<file path="src/rtl/add_nbit_pipe.sv">
// Pipelined ripple-carry adder/subtractor with a valid/ready stream interface.
// The WIDTH-bit carry chain is cut into STAGES equal segments; each segment is
// a chain of 1-bit full adders fed by the carry registered one stage earlier.
// A single global stall (advance) moves or holds every stage together.
module add_nbit_pipe #(
    parameter int WIDTH  = 8,
    parameter int STAGES = 2
) (
    input  logic             clk,
    input  logic             rst,
    input  logic             in_valid,
    output logic             in_ready,
    input  logic [WIDTH-1:0] a,
    input  logic [WIDTH-1:0] b,
    input  logic             cin,
    input  logic             sub,
    output logic             out_valid,
    input  logic             out_ready,
    output logic [WIDTH-1:0] sum,
    output logic             cout,
    output logic             ovf
);

    localparam int SEG  = WIDTH / STAGES;
    localparam int LAST = STAGES - 1;

    if (WIDTH < 1 || STAGES < 1 || STAGES > WIDTH || (WIDTH % STAGES) != 0) begin : g_bad_params
        $fatal(1, "add_nbit_pipe: STAGES must lie in 1..WIDTH and divide WIDTH");
    end

    // Stage registers: valid, delayed operands, partial result, segment carry.
    // Operand B is stored already inverted for subtraction, so the mode never
    // needs to travel down the pipe.
    logic [STAGES-1:0]            vld_q;
    logic [STAGES-1:0][WIDTH-1:0] opa_q;
    logic [STAGES-1:0][WIDTH-1:0] opb_q;
    logic [STAGES-1:0][WIDTH-1:0] res_q;
    logic [STAGES-1:0]            cry_q;
    logic                         ovf_q;

    // Inputs seen by each stage's adder segment, and what it produces.
    logic [STAGES-1:0]            stg_v;
    logic [STAGES-1:0][WIDTH-1:0] stg_a;
    logic [STAGES-1:0][WIDTH-1:0] stg_b;
    logic [STAGES-1:0][WIDTH-1:0] stg_s;
    logic [STAGES-1:0]            stg_c;
    logic [STAGES-1:0][WIDTH-1:0] stg_r;
    logic [STAGES-1:0]            stg_co;

    logic advance;
    logic ovf_d;

    // The only input-to-output combinational path: ready follows the output slot.
    assign advance  = !out_valid || out_ready;
    assign in_ready = advance;

    // Stage 0 works directly on the ports; subtraction is a + ~b + 1.
    assign stg_v[0] = in_valid;
    assign stg_a[0] = a;
    assign stg_b[0] = sub ? ~b : b;
    assign stg_s[0] = '0;
    assign stg_c[0] = sub ? 1'b1 : cin;

    for (genvar k = 0; k < STAGES; k++) begin : g_stage
        logic [SEG-1:0]   xa;
        logic [SEG-1:0]   xb;
        logic [SEG-1:0]   xs;
        logic             carry;
        logic [WIDTH-1:0] merged;

        assign xa = stg_a[k][k*SEG +: SEG];
        assign xb = stg_b[k][k*SEG +: SEG];

        // Chain of 1-bit full adders across this segment, then merge the new
        // slice into the result bits computed by earlier stages.
        always_comb begin
            carry = stg_c[k];
            xs    = '0;
            for (int unsigned i = 0; i < SEG; i++) begin
                xs[i] = xa[i] ^ xb[i] ^ carry;
                carry = (xa[i] & xb[i]) | (carry & (xa[i] ^ xb[i]));
            end
            merged               = stg_s[k];
            merged[k*SEG +: SEG] = xs;
        end

        assign stg_r[k]  = merged;
        assign stg_co[k] = carry;

        if (k > 0) begin : g_link
            assign stg_v[k] = vld_q[k-1];
            assign stg_a[k] = opa_q[k-1];
            assign stg_b[k] = opb_q[k-1];
            assign stg_s[k] = res_q[k-1];
            assign stg_c[k] = cry_q[k-1];
        end
    end

    // Signed overflow is decided when the MSB segment is formed.
    assign ovf_d = (stg_a[LAST][WIDTH-1] == stg_b[LAST][WIDTH-1]) &&
                   (stg_r[LAST][WIDTH-1] != stg_a[LAST][WIDTH-1]);

    // Pipeline register: clear on reset, shift all stages on advance, else hold.
    always_ff @(posedge clk) begin
        if (rst) begin
            vld_q <= '0;
            opa_q <= '0;
            opb_q <= '0;
            res_q <= '0;
            cry_q <= '0;
            ovf_q <= 1'b0;
        end else if (advance) begin
            vld_q <= stg_v;
            opa_q <= stg_a;
            opb_q <= stg_b;
            res_q <= stg_r;
            cry_q <= stg_co;
            ovf_q <= ovf_d;
        end
    end

    // Operands held in the final stage have no further consumer.
    logic unused_tail;
    assign unused_tail = ^{opa_q[LAST], opb_q[LAST]};

    assign out_valid = vld_q[LAST];
    assign sum       = res_q[LAST];
    assign cout      = cry_q[LAST];
    assign ovf       = ovf_q;

    // A presented but unaccepted result must stay put.
    a_hold_stable : assert property (
        @(posedge clk) disable iff (rst)
        (out_valid && !out_ready) |=>
            (out_valid && $stable(sum) && $stable(cout) && $stable(ovf))
    ) else $error("add_nbit_pipe: output changed while stalled");

endmodule

</file>
<file path="config.mk">
export PLATFORM = sky130hd
export DESIGN_NAME = add_nbit_pipe
export DESIGN_NICKNAME = d
export VERILOG_FILES = /design/src/rtl/add_nbit_pipe.sv
export SDC_FILE = /design/constraint.sdc
export NUM_CORES = 1
export LEC_CHECK = 0
export CAP_MARGIN = 15
export CELL_PAD_IN_SITES_DETAIL_PLACEMENT = 0
export CELL_PAD_IN_SITES_GLOBAL_PLACEMENT = 1
export CORE_MARGIN = 4
export CORE_UTILIZATION = 34
export DETAILED_ROUTE_END_ITERATION = 16
export GPL_TIMING_DRIVEN = 0
export PLACE_DENSITY = 0.85
export SYNTH_ARGS = -nofsm -noshare
export SYNTH_HDL_FRONTEND = slang
export SYNTH_SLANG_ARGS = --single-unit
</file>
<file path="constraint.sdc">
create_clock -name clk -period 3.2 [get_ports clk]
set_input_delay 0.8 -clock clk [delete_from_list [all_inputs] [get_ports clk]]
set_output_delay 0.8 -clock clk [all_outputs]
set_load 0.01 [all_outputs]
</file>
==> metrics.txt <==
max_slew headroom 82.02%; area grow syn2layout 33.40%; Final Instance Area 1589 um^2; Worst Setup SP out_ready; reg2reg setup slack about 630 ps; dpl ws -36.29 ps; filler instances 364; Reg2Reg Depth 10; power per cell area 425.9 nW/um^2; CP required 2400 ps; Leak 0.6501 nW; Detail Route Antenna Nets 0; grt total ovfl 0; postcts setup bufs 0; share of cells above drive strength 1 around a tenth; multi-input logic area 574.3 um^2; drt drc 0; Clk Latency, worst-skew pair between 300 and 400 ps; worst hold path startpoint sum[0]$_SDFFE_PP0P_; Critical Path AT 2110 ps; RR Endpoint ovf$_SDFFE_PP0P_; clk slew on worst S/H paths 150 ps; worst slew pin tran 269.7 ps; FF/Latch Area 500.5 um^2; vias in the first global route 965; DRT Wirelength approximately 2400 um; Clock power frac 21.5%; Pins Over Slew Limit 0; startpoint types input port; unrepaired setup endpoints after global routing no; initial antenna violation count 0; nets 198; Syn Area/Cell approximately 9 um^2; max_cap viols 0; Yosys warning count 0; combinational cell fraction of total power between 20% and 30%; H-Tree Depth 1; critical path class in2out; switching part of the total 28.03%; worst-path fanout max 10; Cell Area, Synth 1191 um^2; drt wl/cell 11.26 um; status finished, final reports clean; Setup Skew 13.60 ps; P_sw 189.7 uW; Fin. Hold Viols 0; Starting DRT DRC Count 17; diode count 0; die area 4515 um^2; I/O pin count 34; area of the core 3363 um^2; die width 67.19 um; Final HPWL DP about 2000 um; Achievable Freq 343.7 MHz; final setup violating endpoints 0; IO buf count 31; cts repair resizes 0; Worst VDD drop between 0.1 and 0.15 mV; first-pass GRT wire length 4050 um; Core Rows 21; Initial Util 35.42%; router iterations before antenna repair 3; CTS tree yes; Via Count between 900 and 1000; Final WS setup 290.8 ps; Hold WC Path Type reg2reg; fin crit period 2909 ps; sequential power share between 50% and 60%; syn_nets 162; Worst R2R Start cry_q[0]$_SDFFE_PP0P_; Synth cell types 19; Syn Inst Count roughly 130; fin crit share around 91%; Area after DPL 1559 um^2; largest net degree at the start of global routing 16; Int Pwr between 400 and 500 uW; hold-fix buffers at CTS 0; register area share after synthesis 42.02%; crit path capture type primary output; die height 67.19 um; CP endpoint in_ready; Max clock buf depth 2; clock root buffer clkbuf_4; Via density 4.406; Placer Congestion 0.7479; Tot GR Track Use a little under an eighth; FF+latch count, synth 25; clk sink count 25; total CTS buffers 3
-- cell type report --
cell class,count,area share (%)
Inverter,12,2.835
Clock inverter,1,0.4724
Tap cell,46,3.622
Timing Repair Buffer,31,19.53
Sequential cell,25,31.50
Multi-Input combinational cell,85,36.14
Buffer,9,4.488
Clock buffer,3,1.417
-- worst max-delay path: stages --
cell and delay, ps:
clkdlybuf4s50_1 500, nor2b_4 60, inv_2 70, buf_6 140
clkdlybuf4s50_1 540
-- synth_stat cells --
library cell / instances / area share (%)
fa_1: 8 / 13
or2_2: 1 / 0.53
nor2_1: 11 / 3.5
inv_1: 11 / 3.5
xnor2_1: 4 / 2.9
ha_1: 1 / 1.1
a21oi_2: 1 / 0.74
dfxtp_1: 25 / 42
clkbuf_1: 1 / 0.31
a211oi_1: 9 / 5.7
nor2b_4: 1 / 1.2
buf_4: 1 / 0.63
or3_1: 1 / 0.53
nand2_1: 29 / 9.1
a21oi_1: 14 / 5.9
xor2_1: 5 / 3.7
buf_2: 3 / 1.3
buf_6: 4 / 3.8
inv_2: 1 / 0.31
-- layer usage --
layer  vias up  GRT usage (%)  part of all wire (%)
met5         -              0                     0
met3         2          2.329                   4.7
met2        23          20.61                    52
li1        479              -                     -
met1       430          14.94                    42
met4         0          3.797                  0.84
-- logic make-up (layout without fill, tap and decap cells) --
family                     after synthesis  in the layout  share of synthesized area, %
and+or+nand+nor                         43             43                         14.81
DFF                                     25             25                         42.02
AOI/OAI and AO/OA                       24             24                         12.29
buffers and inverters                   21             56                         9.768
adders and majority gates                9              9                         14.50
xor gates and xnor gates                 9              9                         6.617
-- cells in the final DEF (no fill, tap or decap) --
cell / count
clkdlybuf4s50_1: 31
nand2_1: 29
dfxtp_1: 25
a21oi_1: 14
inv_1: 11
nor2_1: 11
a211oi_1: 9
fa_1: 8
xor2_1: 5
buf_6: 4
xnor2_1: 4
buf_2: 3
clkbuf_4: 3
nor2b_4: 1
inv_2: 1
or2_2: 1
clkbuf_1: 1
buf_4: 1
or3_1: 1
a21oi_2: 1
ha_1: 1
clkinvlp_4: 1
-- power by group through the flow --
stage / Clock, mW / Sequential (mW) / Combinational [mW]
2_1_floorplan: 0 / 0.374 / 0.0867
3_3_place_gp: 0 / 0.368 / 0.165
3_5_place_dp: 0 / 0.370 / 0.172
4_1_cts: 0.150 / 0.363 / 0.172
5_1_grt: 0.163 / 0.367 / 0.190
6_report: 0.146 / 0.362 / 0.168
-- how the worst min path moves through the flow --
stage,end,slack (ps),cells after the start
6_report,sum[0]$_SDFFE_PP0P_,460,2
5_1_grt,sum[0]$_SDFFE_PP0P_,490,2
4_1_cts,sum[5]$_SDFFE_PP0P_,460,2
3_5_place_dp,sum[5]$_SDFFE_PP0P_,450,2
3_3_place_gp,vld_q[0]$_SDFFE_PP0P_,440,2
2_1_floorplan,g_stage[1].xa[0]$_SDFFE_PP0P_,430,2
-- registers in the layout, summed over array words and instances (netlist names) --
name,count
g_stage.xb,4
ovf,1
vld_q,2
cry_q,2
g_stage.merged,4
g_stage.xa,4
sum,8
-- through the flow --
step           util (%)  power [mW]  hold slack, ps  instances  TNS, ps
2_1_floorplan         -      0.4612           431.9        131        0
3_3_place_gp      46.35      0.5331           438.9        208        0
3_5_place_dp      46.35      0.5420           445.2        208   -36.29
4_1_cts           47.25      0.6850           464.4        212        0
5_1_grt           47.25      0.7202           486.7        212        0
6_report          47.25      0.6768           461.0        212        0
(Power assumes the default switching activity.)
